`src/rtl/hamming_pkg.sv`:
```
// Shared Hamming(7,4) definitions: widths, codeword bit positions, TX FSM states
// and the reference encode function reused by the receive-side bench model.
package hamming_pkg;

    localparam int unsigned CW_W   = 7;
    localparam int unsigned DATA_W = 4;

    localparam int unsigned CW_P1 = 0;
    localparam int unsigned CW_P2 = 1;
    localparam int unsigned CW_D0 = 2;
    localparam int unsigned CW_P4 = 3;
    localparam int unsigned CW_D1 = 4;
    localparam int unsigned CW_D2 = 5;
    localparam int unsigned CW_D3 = 6;

    localparam logic [2:0] INJ_NONE = 3'd7;

    typedef enum logic [1:0] {
        ST_IDLE  = 2'd0,
        ST_SHIFT = 2'd1,
        ST_GAP   = 2'd2
    } tx_state_t;

    function automatic logic [CW_W-1:0] hamming_encode(input logic [DATA_W-1:0] d);
        logic [CW_W-1:0] cw;
        cw        = '0;
        cw[CW_D0] = d[0];
        cw[CW_D1] = d[1];
        cw[CW_D2] = d[2];
        cw[CW_D3] = d[3];
        cw[CW_P1] = d[0] ^ d[1] ^ d[3];
        cw[CW_P2] = d[0] ^ d[2] ^ d[3];
        cw[CW_P4] = d[1] ^ d[2] ^ d[3];
        return cw;
    endfunction

endpackage

```
`src/rtl/hamming_encoder.sv`:
```
// Combinational Hamming(7,4) encoder: data nibble in, 7-bit codeword out.
module hamming_encoder
    import hamming_pkg::*;
(
    input  logic [DATA_W-1:0] i_data,
    output logic [CW_W-1:0]   o_cw
);

    always_comb begin
        o_cw = hamming_encode(i_data);
    end

endmodule

```
`src/rtl/hamming_serial_tx.sv`:
```
// Hamming(7,4) serial transmitter: valid/ready nibble intake, one-deep holding
// register, MSB-first shifter with framing strobes and optional bit-flip injection.
module hamming_serial_tx
    import hamming_pkg::*;
#(
    parameter int unsigned GAP_CYCLES = 0
)
(
    input  logic              clk,
    input  logic              reset,
    input  logic              in_valid,
    output logic              in_ready,
    input  logic [DATA_W-1:0] in_data,
    input  logic              inj_en,
    input  logic [2:0]        inj_pos,
    output logic              serial_out,
    output logic              bit_valid,
    output logic              frame_start,
    output logic              busy
);

    localparam int unsigned     GAP_W    = (GAP_CYCLES > 1) ? $clog2(GAP_CYCLES) : 1;
    localparam logic [GAP_W-1:0] GAP_LAST = GAP_W'((GAP_CYCLES > 0) ? GAP_CYCLES - 1 : 0);
    localparam logic [2:0]       BIT_LAST = 3'(CW_W - 1);

    tx_state_t        r_state;
    tx_state_t        w_state_nxt;
    logic [CW_W-1:0]  r_hold_cw;
    logic             r_hold_full;
    logic [CW_W-1:0]  r_shift;
    logic [2:0]       r_bit_cnt;
    logic [GAP_W-1:0] r_gap_cnt;
    logic             r_serial;
    logic             r_bit_valid;
    logic             r_frame_start;

    logic [CW_W-1:0]  w_cw;
    logic [CW_W-1:0]  w_flip;
    logic [CW_W-1:0]  w_cw_tx;
    logic             w_xfer;
    logic             w_last_bit;
    logic             w_gap_done;
    logic             w_load;
    logic             w_serial_nxt;
    logic             w_bit_valid_nxt;
    logic             w_frame_start_nxt;

    hamming_encoder u_encoder (
        .i_data (in_data),
        .o_cw   (w_cw)
    );

    always_comb begin
        w_flip = '0;
        if (inj_en && (inj_pos != INJ_NONE)) begin
            w_flip = CW_W'(1) << inj_pos;
        end
        w_cw_tx = w_cw ^ w_flip;
    end

    assign w_xfer     = in_valid & ~r_hold_full;
    assign w_last_bit = (r_bit_cnt == BIT_LAST);
    assign w_gap_done = (r_gap_cnt == GAP_LAST);

    // A frame is loaded from the holding register at any edge where the line is free.
    always_comb begin
        w_load = 1'b0;
        if (r_hold_full) begin
            unique case (r_state)
                ST_IDLE:  w_load = 1'b1;
                ST_SHIFT: w_load = w_last_bit && (GAP_CYCLES == 0);
                ST_GAP:   w_load = w_gap_done;
                default:  w_load = 1'b0;
            endcase
        end
    end

    always_comb begin
        w_state_nxt = r_state;
        unique case (r_state)
            ST_IDLE: begin
                if (r_hold_full) w_state_nxt = ST_SHIFT;
            end
            ST_SHIFT: begin
                if (w_last_bit) begin
                    if (GAP_CYCLES > 0)   w_state_nxt = ST_GAP;
                    else if (r_hold_full) w_state_nxt = ST_SHIFT;
                    else                  w_state_nxt = ST_IDLE;
                end
            end
            ST_GAP: begin
                if (w_gap_done) w_state_nxt = r_hold_full ? ST_SHIFT : ST_IDLE;
            end
            default: w_state_nxt = ST_IDLE;
        endcase
    end

    // Outputs are registered: these are the values the line shows after the coming edge.
    always_comb begin
        w_serial_nxt      = 1'b0;
        w_bit_valid_nxt   = 1'b0;
        w_frame_start_nxt = 1'b0;
        if (w_load) begin
            w_serial_nxt      = r_hold_cw[CW_W-1];
            w_bit_valid_nxt   = 1'b1;
            w_frame_start_nxt = 1'b1;
        end else if ((r_state == ST_SHIFT) && !w_last_bit) begin
            w_serial_nxt    = r_shift[CW_W-1];
            w_bit_valid_nxt = 1'b1;
        end
    end

    always_ff @(posedge clk or negedge reset) begin
        if (!reset) begin
            r_state       <= ST_IDLE;
            r_hold_cw     <= '0;
            r_hold_full   <= 1'b0;
            r_shift       <= '0;
            r_bit_cnt     <= '0;
            r_gap_cnt     <= '0;
            r_serial      <= 1'b0;
            r_bit_valid   <= 1'b0;
            r_frame_start <= 1'b0;
        end else begin
            r_state       <= w_state_nxt;
            r_serial      <= w_serial_nxt;
            r_bit_valid   <= w_bit_valid_nxt;
            r_frame_start <= w_frame_start_nxt;

            if (w_xfer) begin
                r_hold_cw   <= w_cw_tx;
                r_hold_full <= 1'b1;
            end else if (w_load) begin
                r_hold_full <= 1'b0;
            end

            // The shifter holds the bits still to be sent; cw[6] goes straight to the output.
            if (w_load) begin
                r_shift   <= {r_hold_cw[CW_W-2:0], 1'b0};
                r_bit_cnt <= '0;
            end else if (r_state == ST_SHIFT) begin
                r_shift   <= {r_shift[CW_W-2:0], 1'b0};
                r_bit_cnt <= w_last_bit ? 3'd0 : r_bit_cnt + 3'd1;
            end

            if ((r_state == ST_GAP) && !w_gap_done) r_gap_cnt <= r_gap_cnt + GAP_W'(1);
            else                                    r_gap_cnt <= '0;
        end
    end

    assign serial_out  = r_serial;
    assign bit_valid   = r_bit_valid;
    assign frame_start = r_frame_start;
    assign in_ready    = ~r_hold_full;
    assign busy        = (r_state != ST_IDLE) | r_hold_full;

endmodule

```
`config.mk`:
```
export PLATFORM = sky130hd
export DESIGN_NAME = hamming_serial_tx
export DESIGN_NICKNAME = d
export VERILOG_FILES = /design/src/rtl/hamming_pkg.sv /design/src/rtl/hamming_encoder.sv /design/src/rtl/hamming_serial_tx.sv
export SDC_FILE = /design/constraint.sdc
export NUM_CORES = 1
export LEC_CHECK = 0
export CORE_MARGIN = 3
export CORE_UTILIZATION = 53
export CTS_BUF_LIST = sky130_fd_sc_hd__clkbuf_16
export DETAILED_ROUTE_END_ITERATION = 8
export PLACE_DENSITY = 0.77
export RECOVER_POWER = 25
export SLEW_MARGIN = 30
export SYNTH_ARGS = -nofsm -noshare
export SYNTH_HDL_FRONTEND = slang
export SYNTH_HIERARCHICAL = 1
export SYNTH_SLANG_ARGS = --single-unit
export TNS_END_PERCENT = 50
```
`constraint.sdc`:
```
create_clock -name clk -period 1.4 [get_ports clk]
set_clock_uncertainty 0.1 [all_clocks]
set_input_delay 0.14 -clock clk [delete_from_list [all_inputs] [get_ports clk]]
set_output_delay 0.14 -clock clk [all_outputs]
set_load 0.01 [all_outputs]
```
# --- Word level (Yosys, flattened, before mapping) ---
# Cells that the tools add are included.
word_totals:
  register_bits: 24
  latch_bits: 0
  ramBits: 0
  romBits: 0
  input_bits: 11
  output_inout_bits: 5
  wordCells: 60
  n_memories: 0
classes:
  add_sub_neg: 2
  multipliers: 0
  n_div: 0
  order_cmp: 0
  eq_ne: 7
  shifts: 1
  mux: 21
  bitwise: 11
  reduce_logical: 9
ops:
  columns: ["op", "n"]
  rows:
  - ["two-way mux 7 bit", 3]
  - ["two-way mux 1 bit", 10]
  - ["two-way mux 3 bit", 3]
  - ["left shift 1 x 3 -> 7 bit (first input constant)", 1]
  - ["XOR 7 bit", 1]
  - ["two-way mux 2 bit", 3]
  - ["!= test 2 bit (second input constant)", 3]
  - ["case mux 2 bit (3 select lines)", 1]
  - ["nonzero test 2 bit", 3]
  - ["XOR 1 bit", 6]
  - ["adder 3 x 1 -> 3 bit (second input constant)", 1]
  - ["equality test 3 bit (second input constant)", 1]
  - ["logical AND 1 bit", 3]
  - ["!= test 3 bit (second input constant)", 1]
  - ["case mux 1 bit (3 select lines)", 1]
  - ["AND reduction 3 bit", 1]
  - ["equality test 2 x 1 -> 1 bit (second input constant)", 1]
  - ["equality test 2 bit (second input constant)", 1]
  - ["logical NOT 2 bit", 1]
  - ["NOT 1 bit", 2]
  - ["adder 1 bit (second input constant)", 1]
  - ["AND 1 bit", 1]
  - ["logical NOT 1 bit", 1]
  - ["OR 1 bit", 1]

# --- Logic depth before layout (Yosys ltp) ---
# Gate-level depths: netlist of run 1.
logic_depth:
  word_depth: 5
  mapped_depth: 4
  depth_no_buf: 3

# --- By module ---
# The synthesis of run 1 kept the hierarchy.
modules_own_cells:
  columns: ["module", "n_inst", "cells_per_inst", "area_each_um2", "seq_area_each_um2"]
  rows:
  - ["hamming_serial_tx", 1, 99, 1072.3, 525.5]
  - ["hamming_encoder", 1, 7, 101.3, 0.0]

# --- Worst setup path before layout of run 1 ---
# Ideal clock, no wire load.
synth_path:
  path_type: "reg2reg"
  startpoint: "reg r_hold_full"
  endpoint: "reg r_shift[4]"
  setup_ps: 123
  arrival_time_ps: 1022
  required_ps: 1177
  path_slack_ps: 155
  stages_incl_launch_ff: 5
  n_path_buf: 1
  period_less_slack_ps: 1245
  cell_sequence: "dfrtp_1 buf_6 mux2_4 o22ai_1 a21oi_1"
synth_between:
  elab_chain_cells: 2
  elab_cells_between_ends: 3
  cone_classes: "mux (2); reduce/logical (1)"
synth_lines:
  columns: ["item", "line_no", "text"]
  rows:
  - ["start, declared", "hamming_serial_tx.sv:29", "logic r_hold_full;"]
  - ["start signal, assigned", "hamming_serial_tx.sv:117", "r_hold_full <= 1'b0;"]
  - ["start signal, assigned", "hamming_serial_tx.sv:132", "r_hold_full <= 1'b1;"]
  - ["start signal, assigned", "hamming_serial_tx.sv:134", "r_hold_full <= 1'b0;"]
  - ["two-way mux 1 bit *", "hamming_serial_tx.sv:68", "if (r_hold_full) begin"]
  - ["two-way mux 7 bit or nonzero test 2 bit (tied branches)", null, null]
  - ["end signal, assigned", "hamming_serial_tx.sv:139", "r_shift <= {r_hold_cw[CW_W-2:0], 1'b0};"]
  - ["end signal, assigned", "hamming_serial_tx.sv:142", "r_shift <= {r_shift[CW_W-2:0], 1'b0};"]
  - ["end, declared", "hamming_serial_tx.sv:30", "logic [CW_W-1:0] r_shift;"]
# Every way passes the cells marked *; elsewhere a longest branch is shown, timed or not.
# A chain may end at the register's enable or synchronous reset.

# --- Final worst setup path of run 1 ---
layout_path:
  startpoint: "reg r_serial, in the netlist serial_out"
  endpoint: "out serial_out"
layout_lines:
  columns: ["item", "line_no", "text"]
  rows:
  - ["start, declared", "hamming_serial_tx.sv:33", "logic r_serial;"]
  - ["start signal, assigned", "hamming_serial_tx.sv:126", "r_serial <= w_serial_nxt;"]
  - ["end, declared", "hamming_serial_tx.sv:16", "output logic serial_out,"]
# No word-level cell between the ends.

==> results.json, run 1 <==
{
  "clockBufferDepth": 2,
  "synth_seq_cells": 21,
  "period_needed_ns": 1.36,
  "cap_violations": 0,
  "clockRootBuffer": "clkbuf_16",
  "cts_num_sinks": 21,
  "yosys.cell_count.top_type": "dfrtp_1",
  "synth_top_cells_by_area": "dfrtp_1, mux2_4, xor3_1, o21ai_0, nand2_1",
  "slew_headroom": 0.663,
  "grt_usage": 0.195,
  "clkTransAtPathRegs_ns": 0.06,
  "dieWidth_um": 53.1,
  "end_kind": "primary output",
  "cellInternalPower_mw": 1.86,
  "drc": 0,
  "clockPowerShare": 0.215,
  "grt_pass1_vias": 913,
  "vias": 824,
  "design_area_sq_um": 1480,
  "synth_enable_flop_cells": 0,
  "die-area_sq_um": 2810,
  "initial_utilization": 0.580,
  "seqPwrFrac": 0.397,
  "routabilityCongestion": 0.770,
  "total_switching_power_mw": 0.898,
  "start_kind": "flop",
  "syn-cell-area_sq_um": 1170,
  "ant_nets": 0,
  "wl_um": 2220,
  "layout_setup_ws_ns": 0.0442,
  "cp_data_required_time_ns": 1.16,
  "die_h_um": 53.1,
  "n_antenna_cell": 0,
  "multi_input_area_sq_um": 571,
  "cp.arrival_ns": 1.12,
  "port_buffers": 15,
  "numCtsBuffers": 3,
  "postCtsHoldBufs": 0,
  "tightest_slew_ns": 0.506,
  "p_leak_nw": 0.686,
  "drive_gt1_frac": 0.246,
  "irDropWorstVdd_mv": 1.05,
  "crit_fanout": 1,
  "path_cells": "clkdlybuf4s50_1",
  "wire_per_inst_um": 14.2,
  "cpPeakStageDelay_ns": 0.53,
  "syn-num-nets": 117,
  "fin_crit_sh": 0.968,
  "grt_max_degree": 22,
  "switching_share": 0.326,
  "synth.top_cells.by_count": "dfrtp_1, nand2_1, inv_1, o21ai_0",
  "antenna_found_initial": 0,
  "ys_warn_count": 6,
  "core_area_sq_um": 2020,
  "htree_num_levels": 1,
  "total_power_mw": 2.75,
  "grt-ovfl-total": 0,
  "grt_pass1_wl_um": 4010,
  "utilization": 0.733,
  "avgViaCountPerCell": 5.25,
  "fillerInstances": 155,
  "synthArstFlopShare": 1.00,
  "rsz0062_at_grt": "false",
  "synthFlopType": "dfrtp_1",
  "crit_family": "buffers and inverters",
  "synth-seq-area-share": 0.448,
  "final-hold-violation-count": 0,
  "cts_tree": "yes",
  "maxSlewViolCount": 0,
  "timing.fmax_mhz": 738,
  "synth_top_area_share": 0.448,
  "nets": 142,
  "synth_area_leader_cell": "dfrtp_1",
  "placed_area_sq_um": 1390,
  "postSynthAreaPerCell_sq_um": 11.1,
  "pre_cts_slack_ns": -0.223,
  "path_buf_inv": 1,
  "regArea_sq_um": 527,
  "pin_count": 16,
  "critPathSlowestCell": "clkdlybuf4s50_1",
  "clk-insertion-delay-late_ns": 0.25,
  "hpwlAfterDp_um": 1600,
  "comb_power_share": 0.388,
  "min-delay-path-class": "input pin to asynchronous set/reset pin",
  "critical_path_class": "flop to primary output",
  "powerDensity_nw_per_um2": 1860,
  "run_status": "completed",
  "syn_inst": 106,
  "drt_iter0_markers": 17,
  "num_rows": 16,
  "first_pass_iters": 4,
  "yosys.cell_types.count": 28,
  "report.final.setup_viol": 0,
  "area_growth_pct": 26.3
}
==> cell usage in the layout (no fill, tap or decap), drive strengths merged, types with 3 or more instances in the layout <==
cell,n
nand4b,4
clkdlybuf4s50,11
xor2,3
o21ai,11
mux2,5
dfrtp,21
inv,9
xor3,3
a21oi,6
xnor2,4
buf,11
and4bb,3
o22ai,6
clkbuf,5
nand2,11
==> state kept, by name, summed over array words and instances (netlist names) <==
name,cells
r_hold_cw,7
frame_start,1
r_state,1
serial_out,1
bit_valid,1
r_shift,6
r_bit_cnt,3
r_hold_full,1
==> layer usage <==
metal / vias to the layer above / GRT usage / share of wire
li1: 414 / - / -
met1: 393 / 0.232 / 0.42
met2: 15 / 0.353 / 0.54
met3: 2 / 0.0197 / 0.027
met4: 0 / 0.0766 / 0.0077
met5: - / 0 / 0
==> logic make-up after synthesis <==
group | after synthesis | synth area share
AND/OR/NAND/NOR | 27 | 0.165
AO/OA/AOI/OAI | 25 | 0.120
flip-flops | 21 | 0.448
buffers and inverters | 16 | 0.0725
XOR/XNOR | 10 | 0.113
multiplexers | 7 | 0.0810
==> worst paths after layout <==
kind                         startpoint            to  slack [ns]  cells past startpoint
max                          serial_out    serial_out        0.04                      1
min                               reset  r_hold_cw[3]        0.28                      2
max reg2reg                 r_hold_full    r_shift[5]        0.05                      4
min reg2reg                r_hold_cw[6]  r_hold_cw[6]        0.38                      2
max in group asynchronous         reset   r_hold_full        0.55                      2
min in group clk             in_data[3]  r_hold_cw[6]        0.33                      4
==> through the flow <==
| stage | instances | setup TNS, ns | hold slack [ns] |
|---|---|---|---|
| floorplan | 106 | 0 | -0.256 |
| global placement | 152 | -0.539 | 0.362 |
| detailed placement | 152 | -0.774 | 0.368 |
| CTS | 156 | -0.00775 | 0.131 |
| global route | 157 | 0 | 0.331 |
| finish | 157 | 0 | 0.283 |
==> what timing repair did <==
action,in CTS,in global routing
buffers inserted,0,1
hold endpoints to repair,0,0
resized for setup,5,4
setup endpoints to repair,3,8
==> power by group through the flow <==
stage               clock network (mW)  logic [mW]  registers, mW
global placement                     0        1.02           1.06
global route                     0.629        1.20           1.14
floorplan                            0       0.737           1.04
CTS                              0.606        1.06           1.09
finish                           0.592        1.07           1.09
detailed placement                   0        1.05           1.08
==> layout make-up <==
| cell class | instances | share of cell area |
|---|---|---|
| clock buffers | 3 | 0.0506 |
| clock inverters | 1 | 0.00338 |
| inverters | 9 | 0.0228 |
| multi-input cells | 69 | 0.385 |
| flip-flops and latches | 21 | 0.355 |
| well taps | 27 | 0.0228 |
| repair buffers | 27 | 0.160 |
Note: power is estimated with default switching activity, not from simulation.
==> run 2: changes to the inputs <==
CTS_BUF_LIST = not set   (was sky130_fd_sc_hd__clkbuf_16)
==> run 2 against run 1 <==
The run now ends with negative setup slack left. Fmax fell by 5.1%. Combinational power rose by 11%. Non-clock buffer count rose by 3. Highest routed layer is now met3.
==> results.json, run 2 (synthesized netlist as in run 1, its figures left out) <==
{
  "run_status": "complete, but fails checks",
  "violations": "negative setup slack",
  "wl_um": 2290,
  "drc": 0,
  "min-delay-path-class": "input pin to asynchronous set/reset pin",
  "report.final.setup_viol": 1,
  "grt_max_degree": 22,
  "irDropWorstVdd_mv": 0.997,
  "layout_setup_ws_ns": -0.0288,
  "placed_area_sq_um": 1390,
  "vias": 866,
  "final_cell_mix": "dfrtp_1, buf_4, nand2_1",
  "largest_reg_flops": 7,
  "critical_path_class": "flop to flop",
  "ant_nets": 0,
  "end_kind": "flop",
  "port_buffers": 15,
  "first_pass_iters": 5,
  "clockBufferDepth": 2,
  "regMostFlops": "r_hold_cw",
  "clk-insertion-delay-late_ns": 0.30,
  "pin_count": 16,
  "drt_iter0_markers": 9,
  "numCtsBuffers": 3,
  "grt-ovfl-total": 0,
  "core_area_sq_um": 2020,
  "whs_ns": 0.225,
  "fillerInstances": 152,
  "final-hold-violation-count": 0,
  "antenna_found_initial": 0,
  "period_needed_ns": 1.43,
  "tightest_slew_ns": 0.526,
  "htree_num_levels": 1,
  "design_area_sq_um": 1490,
  "cts_tree": "yes",
  "total_power_mw": 2.58,
  "maxSlewViolCount": 0,
  "postCtsHoldBufs": 0,
  "cp.arrival_ns": 1.53,
  "drive_gt1_frac": 0.308,
  "reg.largest.list": "r_hold_cw (7), r_shift (6), r_bit_cnt (3)",
  "pre_cts_slack_ns": -0.223,
  "p_leak_nw": 0.683,
  "reg2reg_from": "r_hold_full",
  "hpwlAfterDp_um": 1600,
  "die-area_sq_um": 2810,
  "routabilityCongestion": 0.770,
  "die_h_um": 53.1,
  "area_growth_pct": 27.0,
  "nets": 145,
  "cap_violations": 0,
  "start_kind": "flop",
  "avgViaCountPerCell": 5.41,
  "powerDensity_nw_per_um2": 1730,
  "reg2reg_depth": 5,
  "grt_pass1_wl_um": 3910,
  "initial_utilization": 0.580,
  "rsz0062_at_grt": "true",
  "grt_pass1_vias": 914,
  "slew_headroom": 0.649,
  "cts_num_sinks": 21,
  "num_rows": 16,
  "reg2reg_to": "r_shift[4]",
  "timing.fmax_mhz": 700,
  "dieWidth_um": 53.1,
  "grt_usage": 0.187,
  "fin_crit_sh": 1.02,
  "crit_fanout": 7,
  "clockRootBuffer": "clkbuf_4",
  "final_common_cell": "dfrtp_1",
  "cp_data_required_time_ns": 1.50,
  "clkTransAtPathRegs_ns": 0.12,
  "reg2reg_slack_ns": -0.03,
  "utilization": 0.737,
  "wire_per_inst_um": 14.3,
  "n_antenna_cell": 0
}
-- run 2: cell types whose count changed in the layout (fill, tap and decap cells not counted), moves of 2 or more --
cell / previous run / this run
o22ai_2: 0 / 5
clkbuf_16: 3 / 0
clkdlybuf4s50_1: 11 / 9
clkbuf_4: 0 / 3
buf_4: 10 / 12
dlygate4sd2_1: 1 / 3
o22ai_1: 6 / 1
-- run 2: cell type report --
class                      count  area (sq um)  area share
clock buffer                   3          22.5      0.0151
clock inverter                 1          5.00     0.00336
inverter                       9          33.8      0.0227
multi-input combinational     69           606       0.406
sequential                    21           527       0.353
tap                           27          33.8      0.0227
timing repair buffer          30           263       0.176
-- run 2: repair_timing --
| item | 4_1_cts | 5_1_grt |
|---|---|---|
| buffers inserted | 1 | 3 |
| pin swaps | 0 | 5 |
| gates resized for setup | 13 | 7 |
| setup endpoints to repair | 5 | 7 |
-- run 2: per-layer routing --
| layer | part of all wire | GRT usage | vias to the layer above |
|---|---|---|---|
| met5 | 0 | 0 | - |
| met4 | 0 | 0.0638 | 0 |
| met3 | 0.018 | 0.0197 | 0 |
| met2 | 0.55 | 0.335 | 11 |
| met1 | 0.43 | 0.233 | 436 |
| li1 | - | - | 419 |
-- run 2: worst max-delay path, stage by stage, from the launching register on --
cell and delay [ns]:
dfrtp_2 0.47, buf_6 0.14, buf_8 0.13, mux2_4 0.30
o22ai_2 0.14, a21oi_1 0.05
-- run 2: worst max-delay path by stage --
stage | start | end | slack, ns
after global placement | in_data[3] | r_hold_cw[3] | -0.18
after detailed placement | in_data[3] | r_hold_cw[3] | -0.22
after global routing | r_hold_full | r_shift[4] | -0.04
after CTS | r_hold_full | busy | -0.09
final | r_hold_full | r_shift[4] | -0.03
after floorplan | r_hold_full | r_shift[4] | 0.16
-- run 2: power by group --
group / internal, mW / switching, mW
Combinational: 0.680 / 0.509
Clock: 0.106 / 0.183
Sequential: 0.854 / 0.249
Total: 1.64 / 0.941
-- run 2: stage by stage --
| stage | TNS, ns | std cells |
|---|---|---|
| final | -0.0288 | 160 |
| after global routing | -0.0599 | 160 |
| after CTS | -0.115 | 157 |
| after detailed placement | -0.774 | 152 |
| after global placement | -0.539 | 152 |
| after floorplan | 0 | 106 |
